### src/rtl/bbq_pkg.sv
// Shared encodings for the barbeque steak grader: FSM states, doneness levels
// and the points each level is worth.
package bbq_pkg;

  typedef enum logic [1:0] {
    ST_IDLE    = 2'd0,
    ST_COOKING = 2'd1,
    ST_DONE    = 2'd2
  } state_t;

  localparam logic [2:0] LVL_RAW   = 3'd0;
  localparam logic [2:0] LVL_RARE  = 3'd1;
  localparam logic [2:0] LVL_MED   = 3'd2;
  localparam logic [2:0] LVL_WELL  = 3'd3;
  localparam logic [2:0] LVL_BURNT = 3'd4;

  localparam logic [2:0] PTS_RAW   = 3'd0;
  localparam logic [2:0] PTS_RARE  = 3'd2;
  localparam logic [2:0] PTS_MED   = 3'd3;
  localparam logic [2:0] PTS_WELL  = 3'd1;
  localparam logic [2:0] PTS_BURNT = 3'd0;

  function automatic logic [2:0] level_points(input logic [2:0] lvl);
    case (lvl)
      LVL_RARE: level_points = PTS_RARE;
      LVL_MED:  level_points = PTS_MED;
      LVL_WELL: level_points = PTS_WELL;
      LVL_BURNT: level_points = PTS_BURNT;
      default:  level_points = PTS_RAW;
    endcase
  endfunction

endpackage

### src/rtl/doneness_grade.sv
// Combinational grade of one steak side: cooked seconds to doneness level and
// the points that level earns at serving time.
module doneness_grade
  import bbq_pkg::*;
#(
  parameter int TIME_W  = 6,
  parameter int T_RARE  = 4,
  parameter int T_MED   = 7,
  parameter int T_WELL  = 10,
  parameter int T_BURNT = 14
) (
  input  logic [TIME_W-1:0] i_time,
  output logic [2:0]        o_level,
  output logic [2:0]        o_points
);

  localparam logic [TIME_W-1:0] L_RARE  = TIME_W'(T_RARE);
  localparam logic [TIME_W-1:0] L_MED   = TIME_W'(T_MED);
  localparam logic [TIME_W-1:0] L_WELL  = TIME_W'(T_WELL);
  localparam logic [TIME_W-1:0] L_BURNT = TIME_W'(T_BURNT);

  always_comb begin
    o_level = LVL_RAW;
    if (i_time >= L_BURNT)     o_level = LVL_BURNT;
    else if (i_time >= L_WELL) o_level = LVL_WELL;
    else if (i_time >= L_MED)  o_level = LVL_MED;
    else if (i_time >= L_RARE) o_level = LVL_RARE;
  end

  assign o_points = level_points(o_level);

endmodule

### src/rtl/steak_doneness.sv
// Steak grill controller: gates the one-second counter, counts its go toggles
// into per-side cook time, and grades the steak when served or burnt.
//
//   state      | meaning
//   -----------+-----------------------------------------------------------
//   ST_IDLE    | no steak cooking; outputs hold the last round's results
//   ST_COOKING | counter enabled; ticks credited to the side on the grill
//   ST_DONE    | single cycle; score presented with score_valid
module steak_doneness
  import bbq_pkg::*;
#(
  parameter int TIME_W  = 6,
  parameter int T_RARE  = 4,
  parameter int T_MED   = 7,
  parameter int T_WELL  = 10,
  parameter int T_BURNT = 14
) (
  input  logic              clk,
  input  logic              reset,
  input  logic              go,
  input  logic              start,
  input  logic              flip,
  input  logic              serve,
  output logic              cook_en,
  output logic              side,
  output logic [TIME_W-1:0] time_a,
  output logic [TIME_W-1:0] time_b,
  output logic [2:0]        level_a,
  output logic [2:0]        level_b,
  output logic [2:0]        score,
  output logic              score_valid,
  output logic              burnt
);

  localparam logic [TIME_W-1:0] L_MAX   = {TIME_W{1'b1}};
  localparam logic [TIME_W-1:0] L_BURNT = TIME_W'(T_BURNT);

  state_t            r_state;
  state_t            w_state_nxt;
  logic              r_go_q;
  logic              r_side;
  logic              r_burnt;
  logic [TIME_W-1:0] r_time_a;
  logic [TIME_W-1:0] r_time_b;
  logic [2:0]        r_score;

  logic              w_tick;
  logic              w_cooking;
  logic [TIME_W-1:0] w_on_time;
  logic [TIME_W-1:0] w_on_inc;
  logic              w_burn_hit;
  logic [2:0]        w_pts_a;
  logic [2:0]        w_pts_b;
  logic [2:0]        w_score_calc;

  assign w_tick    = go ^ r_go_q;
  assign w_cooking = (r_state == ST_COOKING);
  assign w_on_time = r_side ? r_time_b : r_time_a;
  assign w_on_inc  = (w_on_time == L_MAX) ? w_on_time : w_on_time + 1'b1;
  // serve takes priority, so a tick coinciding with serve never burns
  assign w_burn_hit = w_cooking && w_tick && !serve && (w_on_inc >= L_BURNT);

  doneness_grade #(
    .TIME_W(TIME_W), .T_RARE(T_RARE), .T_MED(T_MED), .T_WELL(T_WELL), .T_BURNT(T_BURNT)
  ) u_grade_a (
    .i_time  (r_time_a),
    .o_level (level_a),
    .o_points(w_pts_a)
  );

  doneness_grade #(
    .TIME_W(TIME_W), .T_RARE(T_RARE), .T_MED(T_MED), .T_WELL(T_WELL), .T_BURNT(T_BURNT)
  ) u_grade_b (
    .i_time  (r_time_b),
    .o_level (level_b),
    .o_points(w_pts_b)
  );

  assign w_score_calc = r_burnt ? 3'd0 : (w_pts_a + w_pts_b);

  always_comb begin
    w_state_nxt = r_state;
    case (r_state)
      ST_IDLE:    if (start) w_state_nxt = ST_COOKING;
      ST_COOKING: if (serve || w_burn_hit) w_state_nxt = ST_DONE;
      ST_DONE:    w_state_nxt = ST_IDLE;
      default:    w_state_nxt = ST_IDLE;
    endcase
  end

  always_ff @(posedge clk) begin
    if (reset) begin
      r_state  <= ST_IDLE;
      r_go_q   <= 1'b0;
      r_side   <= 1'b0;
      r_burnt  <= 1'b0;
      r_time_a <= '0;
      r_time_b <= '0;
      r_score  <= 3'd0;
    end else begin
      r_state <= w_state_nxt;
      r_go_q  <= go;
      case (r_state)
        ST_IDLE: begin
          if (start) begin
            r_side   <= 1'b0;
            r_burnt  <= 1'b0;
            r_time_a <= '0;
            r_time_b <= '0;
          end
        end
        ST_COOKING: begin
          if (!serve) begin
            // tick goes to the pre-flip side
            if (w_tick) begin
              if (r_side) r_time_b <= w_on_inc;
              else        r_time_a <= w_on_inc;
            end
            if (flip)       r_side  <= ~r_side;
            if (w_burn_hit) r_burnt <= 1'b1;
          end
        end
        ST_DONE: r_score <= w_score_calc;
        default: ;
      endcase
    end
  end

  assign cook_en     = w_cooking;
  assign side        = r_side;
  assign time_a      = r_time_a;
  assign time_b      = r_time_b;
  assign burnt       = r_burnt;
  assign score_valid = (r_state == ST_DONE);
  // during DONE the fresh grade is shown directly; afterwards the latched copy holds
  assign score       = (r_state == ST_DONE) ? w_score_calc : r_score;

endmodule

### config.mk
export PLATFORM = sky130hd
export DESIGN_NAME = steak_doneness
export DESIGN_NICKNAME = d
export VERILOG_FILES = /design/src/rtl/bbq_pkg.sv /design/src/rtl/doneness_grade.sv /design/src/rtl/steak_doneness.sv
export SDC_FILE = /design/constraint.sdc
export NUM_CORES = 1
export LEC_CHECK = 0
export CORE_UTILIZATION = 40
export CTS_CLUSTER_SIZE = 8
export DETAILED_ROUTE_END_ITERATION = 10
export HOLD_SLACK_MARGIN = 0.06
export PLACE_DENSITY_LB_ADDON = 0.05
export SLEW_MARGIN = 20
export SYNTH_ARGS = -nofsm -noshare
export SYNTH_HDL_FRONTEND = slang
export SYNTH_SLANG_ARGS = --single-unit
### constraint.sdc
create_clock -name clk -period 2.8 [get_ports clk]
set_input_delay 0.28 -clock clk [delete_from_list [all_inputs] [get_ports clk]]
set_output_delay 0.28 -clock clk [all_outputs]
set_load 0.1 [all_outputs]
# Word level (Yosys, flattened, before mapping)
# Index checks and enable logic that the tools add are counted.
# word_totals
regBits,20
in_bits,6
out_inout_bits,25
# op_classes
n_addsub,2
magnitude_cmp,9
n_eq_ne,17
muxes,33
bitwise,2
reduce_logical,12
# op_table
op,count
two-way mux 6 bit,9
">= comparator 6 x 4 -> 1 bit, second input constant",5
">= comparator 6 x 3 -> 1 bit, second input constant",4
two-way mux 3 bit,8
case mux 6 bit (2 select lines),2
"== test 3 x 2 -> 1 bit, second input constant",4
"inequality test 2 bit, second input constant",6
case mux 2 bit (3 select lines),2
AND reduction 5 bit,2
AND reduction 4 bit,2
two-way mux 1 bit,7
"adder 6 x 1 -> 6 bit, second input constant",1
"== test 3 x 1 -> 1 bit, second input constant",2
"== test 6 bit, second input constant",1
two-way mux 2 bit,2
"inequality test 2 x 1 -> 1 bit, second input constant",2
case mux 1 bit (2 select lines),2
case mux 2 bit (2 select lines),1
adder 3 bit,1
logical AND 1 bit,3
"== test 2 x 1 -> 1 bit, second input constant",1
"== test 2 bit, second input constant",1
zero test 2 bit,1
AND reduction 2 bit,1
5 further kinds,5

# Longest topological paths before layout
# logic_depth
ltp_word,10
depth_mapped,11
mapped_depth_nobuf,9

# Cells and area by module
# From an unflattened synthesis, not the netlist that was laid out.
# hier_totals
cells_unflattened,165
area_unflattened_um2,1401.3
# by_module_without_submodules
mod,instances,cells_each,area_per_inst_um2,seq_area_each_um2
steak_doneness,1,139,1188.6,400.4
doneness_grade,2,13,106.4,0.0

# Worst setup path before layout
# Ideal clock, no wire load.
# synth_path
kind,reg-to-reg
startpoint,"reg r_time_b[2], in the netlist time_b[2]"
endpoint,reg r_score[2]
setup_time_ns,0.075
arrival_time_ns,6.692
required_time_ns,2.725
path_slack_ns,-3.966
path_stages_with_launch,11
period_less_slack_ns,6.766
cell_sequence,dfxtp_1 > clkbuf_1 > nand2_1 > nor3b_1 > a21oi_1 > nor3_1 > ha_1 > fa_1 > nand2b_1 > o21ai_0 > nor2b_1
# synth_lines
item,line,rtl
"start, declared",steak_doneness.sv:44,logic [TIME_W-1:0] r_time_b;
"start signal, assigned",steak_doneness.sv:116,if (r_side) r_time_b <= w_on_inc;
>= comparator 6 x 3 -> 1 bit,doneness_grade.sv:26,else if (i_time >= L_MED) o_level = LVL_MED;
two-way mux 3 bit,doneness_grade.sv:26,
two-way mux 3 bit,doneness_grade.sv:25,else if (i_time >= L_WELL) o_level = LVL_WELL;
two-way mux 3 bit *,doneness_grade.sv:24,if (i_time >= L_BURNT) o_level = LVL_BURNT;
via level_b[1],steak_doneness.sv:29,"output logic [2:0] level_b,"
== test 3 x 2 -> 1 bit or == test 3 x 1 -> 1 bit (tied branches),bbq_pkg.sv:24,case (lvl)
case mux 2 bit (3 select lines) *,bbq_pkg.sv:24,
adder 3 bit *,steak_doneness.sv:79,assign w_score_calc = r_burnt ? 3'd0 : (w_pts_a + w_pts_b);
two-way mux 3 bit *,steak_doneness.sv:79,
two-way mux 3 bit *,n/a,
via score[2],steak_doneness.sv:30,"output logic [2:0] score,"
"end signal, assigned",steak_doneness.sv:123,ST_DONE: r_score <= w_score_calc;
"end, declared",steak_doneness.sv:45,logic [2:0] r_score;
# The timed path passes the listed nets; every way through them passes the cells marked *.
# A chain may end at the register's enable or synchronous reset.

# Worst setup path in the final report
# layout_path
startpoint,"reg r_time_a[2], in the netlist time_a[2]"
endpoint,out score[1]
# layout_via
elab_chain_cells,10
# layout_lines
item,line,rtl
"start, declared",steak_doneness.sv:43,logic [TIME_W-1:0] r_time_a;
"start signal, assigned",steak_doneness.sv:117,else r_time_a <= w_on_inc;
>= comparator 6 x 3 -> 1 bit,doneness_grade.sv:27,else if (i_time >= L_RARE) o_level = LVL_RARE;
two-way mux 1 bit,doneness_grade.sv:27,
two-way mux 3 bit,doneness_grade.sv:26,
two-way mux 3 bit,doneness_grade.sv:25,
two-way mux 3 bit *,doneness_grade.sv:24,
== test 3 x 2 -> 1 bit or == test 3 x 1 -> 1 bit (tied branches),bbq_pkg.sv:24,
case mux 2 bit (3 select lines) *,bbq_pkg.sv:24,
adder 3 bit *,steak_doneness.sv:79,
two-way mux 3 bit *,steak_doneness.sv:79,
two-way mux 3 bit *,n/a,
"end, declared",steak_doneness.sv:30,
# Mark *: on every way between the ends. The rest lies on a longest branch, timed or not.

==> flow_metrics.py <==
metrics = {
    "logic_synthesis": {
        "synth-seq-cells": 20,
        "post_synth_fa_ha_maj_area_fraction_pct": 3.25,
        "dominant_synthesized_flop_cell": "sky130_fd_sc_hd__dfxtp_1",
        "synth_nets": 181,
        "synth_simple_gate_area_share_pct": 26.7,
        "synth-edff-count": 0,
        "synth.mux.area_fraction_pct": 14.2,
        "post_synth_xor_area_fraction_pct": 1.26,
        "synth_async_sr_flop_share_pct": 0,
        "synth-seq-area-share_pct": 28.9,
        "post_synth.cell_area_avg_um2": 8.05,
        "syn-instance-count": 172,
        "synthesis.area_um2": 1390,
        "yosysWarningCount": 0,
        "synth-compound-area-share_pct": 18.7,
        "main_combinational_cell_family_by_area_after_synthesis": "simple AND/OR/NAND/NOR gates",
        "synth.lib_cells_used.distinct": 40,
    },
    "pwr": {
        "leakagePower_uw": 0.000719,
        "power_density_nw_per_um2": 322,
        "worst_ir_drop_vdd_uv": 205,
    },
    "sta": {
        "period_needed_ns": 2.59,
        "unrepaired_setup_endpoints_after_global_routing": "no",
        "relSlewSlack_pct": 70.7,
        "worst-slew-pin-transition_ns": 0.438,
        "fin_tns_setup_ns": 0,
        "finalMaxSlewViolations": 0,
        "timing.fmax_ghz": 0.386,
        "timing.final.crit_share_pct": 92.6,
        "finish_stage_setup_viols": 0,
        "report.final.hold_viol_count": 0,
        "worst_clock_skew_ns": 0.00122,
    },
    "clock_network": {
        "latest_clock_arrival_within_the_worst_skew_pair_ns": 0.31,
        "ctsHtreeMaxLevel": 1,
        "cts_made_buffers": 3,
        "clockRootBuffer": "sky130_fd_sc_hd__clkbuf_4",
        "clock_tree_from_tritoncts": "built",
        "tritoncts_num_sinks": 20,
        "cts_clock_pin_slew_for_the_worst_setup_and_hold_paths_ns": 0.12,
        "cts_hold_buf": 0,
        "cts-root-to-sink-buffers": 2,
    },
    "layout": {
        "syn2layout_area_growth_pct": 30.1,
        "diodes": 0,
        "n_fill_cell": 326,
        "instances_no_fill": 241,
        "layout.cell_area.non_filler_um2": 1800,
        "num-nets-final": 205,
        "finalCoreUtilization_pct": 54.0,
        "sequential_cell_area_um2": 418,
        "multiInputGateArea_um2": 973,
        "drive_above_1_share_pct": 31.8,
    },
    "route": {
        "dr_total_vias": 1323,
        "via_per_inst": 5.49,
        "routedWlPerCell_um": 14.2,
        "ant_nets": 0,
        "dr.first_iter.drc_count": 69,
        "drt_pass1_iterations": 4,
        "drt_drc_violations_left": 0,
        "drt-total-wl_mm": 3.42,
    },
    "worst_setup_path": {
        "cp_slowest_stage_delay_ns": 0.48,
        "dominant_delay_contributor_by_cell_family_on_the_critical_path": "adder cells",
        "critical_path.n_buffers_inverters": 1,
        "minimum_setup_slack_among_reg_to_reg_paths_ns": 0.53,
        "worstPathCellList": "nand2_1, a21oi_1, nor3_1, ha_2, fa_1, nand2b_1, o21ai_4, buf_12",
        "r2r.worst_path.cells": 9,
        "timing.rr.end": "r_state[1]",
        "timing_worst_setup_path_type": "reg -> out",
        "worstReg2RegStart": "side",
        "worst_ep_arrival_time_ns": 2.31,
        "worstPathMaxFanout": 10,
        "critical_path_rt_ns": 2.52,
        "crit_path_start_kind": "flip-flop",
        "timing.critical_path.to_type": "primary output",
        "slowest_stage": "sky130_fd_sc_hd__fa_1",
    },
    "placement": {
        "dp_cells": 237,
        "gpl.final_weighted_congestion": 0.917,
        "numPortBuffers": 30,
        "placed_cell_area_um2": 1760,
        "place.detailed.hpwl_mm": 2.52,
    },
    "status": {
        "status": "completed",
    },
    "hold_path": {
        "hold_path_depth": 2,
        "worstHoldEndpoint": "r_go_q",
        "min_from": "go",
        "hold_path_class": "in -> reg",
    },
    "global_route": {
        "initial_antenna_violation_count": 0,
        "global_route_wire_length_before_repair_mm": 5.40,
        "grt_start_max_net_pins": 21,
        "grt_pass1_vias": 1147,
        "globalRoute.totalOverflow": 0,
        "track_usage_pct": 20.4,
    },
    "flow_run": {
        "timing.max_cap.violations": 0,
    },
    "floorplan": {
        "ios": 31,
        "initial_utilization_pct": 41.5,
        "fp.coreArea_um2": 3340,
        "die_height_um": 60.8,
        "dieWidth_um": 60.8,
        "die_area_um2": 3700,
        "placement_rows": 21,
    },
}
## cells in the mapped netlist (2+ instances only)
master	n	area [um^2]
sky130_fd_sc_hd__mux2i_1	14	140
sky130_fd_sc_hd__mux2_2	4	45.0
sky130_fd_sc_hd__dfxtp_1	20	400
sky130_fd_sc_hd__xnor2_1	2	17.5
sky130_fd_sc_hd__nand2_1	10	37.5
sky130_fd_sc_hd__nor3b_1	3	22.5
sky130_fd_sc_hd__nor2_1	23	86.3
sky130_fd_sc_hd__ha_1	2	25.0
sky130_fd_sc_hd__buf_2	4	20.0
sky130_fd_sc_hd__clkbuf_1	5	18.8
sky130_fd_sc_hd__nor2b_1	8	50.1
sky130_fd_sc_hd__nand3_1	3	15.0
sky130_fd_sc_hd__nor3_1	8	40.0
sky130_fd_sc_hd__nand4_1	2	12.5
sky130_fd_sc_hd__inv_1	7	26.3
sky130_fd_sc_hd__buf_4	2	15.0
sky130_fd_sc_hd__a211oi_2	2	25.0
sky130_fd_sc_hd__a21oi_1	11	55.1
sky130_fd_sc_hd__nand2b_1	5	31.3
sky130_fd_sc_hd__a311o_1	2	20.0
sky130_fd_sc_hd__nand3b_1	2	15.0
sky130_fd_sc_hd__o21ai_0	11	55.1
sky130_fd_sc_hd__a22oi_1	3	22.5
sky130_fd_sc_hd__nand4b_1	3	26.3
## kinds of logic after synthesis
family,after synthesis
buffers and inverters,20
and+or+nand+nor,71
adders and majority gates,3
DFF,20
muxes,19
AOI/OAI and AO/OA,37
xor gates and xnor gates,2
## per-layer routing
metal | wire, um | global-route usage, % | vias up
met1 | 1670 | 28.7 | 632
met2 | 1560 | 30.9 | 33
met5 | 0 | 0 | -
li1 | - | - | 654
met4 | 61 | 8.77 | 0
met3 | 123 | 3.20 | 4
## cell usage in the layout (no fill, tap or decap), drive strengths merged
cell type	netlist	routed
buf	7	27
nor2	24	24
dfxtp	20	20
mux2i	14	14
o21ai	13	13
a21oi	12	12
nand2	10	10
nor2b	8	8
nor3	8	8
inv	7	7
nand2b	5	5
clkdlybuf4s50	0	5
mux2	5	5
clkbuf	6	4
a22oi	3	3
nand3	3	3
nand4b	3	3
nor3b	3	3
nand4	3	3
a211oi	3	3
a311o	2	2
nand3b	2	2
xnor2	2	2
ha	2	2
nor4b	1	1
a21boi	1	1
a221oi	1	1
o21bai	1	1
and3	1	1
a22o	1	1
fa	1	1
## what timing repair did
item,CTS,global route
endpoints found under the setup margin,0,1
setup buffers,0,0
resized for setup,0,3
endpoints found under the hold margin,0,0
## layout make-up
| class | count | share of cell area, % |
|---|---|---|
| clock buffer | 4 | 2.01 |
| inverter | 7 | 1.46 |
| multi-input combinational | 132 | 54.0 |
| sequential | 20 | 23.2 |
| tap | 46 | 3.19 |
| timing repair buffer | 32 | 16.1 |
## power by group
| group | internal, uW | switching [uW] | total (uW) |
|---|---|---|---|
| Clock | 79.6 | 96.9 | 177 |
| Combinational | 35.2 | 71.2 | 106 |
| Sequential | 287 | 9.62 | 296 |
## worst max-delay path by stage
stage	cells past startpoint	slack, ns	from	endpoint
2_1_floorplan	9	-0.49	time_b[2]	score[2]
3_3_place_gp	8	0.49	time_a[2]	score[1]
3_5_place_dp	9	0.44	time_a[2]	score[1]
4_1_cts	9	0.07	time_a[2]	score[1]
5_1_grt	9	0.04	time_a[2]	score[1]
6_report	8	0.21	time_a[2]	score[1]
## registers in the layout, summed over array words and instances, names as in the netlist
signal   flops
time_b       6
side         1
r_score      3
r_go_q       1
time_a       6
r_state      2
burnt        1
## per-stage QoR
stage	worst slack (ns)	hold WS [ns]	power, uW
final	0.207	0.561	579
after CTS	0.0716	0.561	586
after floorplan	-0.492	0.408	383
after detailed placement	0.439	0.540	409
after global routing	0.0449	0.578	603
after global placement	0.491	0.521	408
Power figures use the tool's default switching activity.
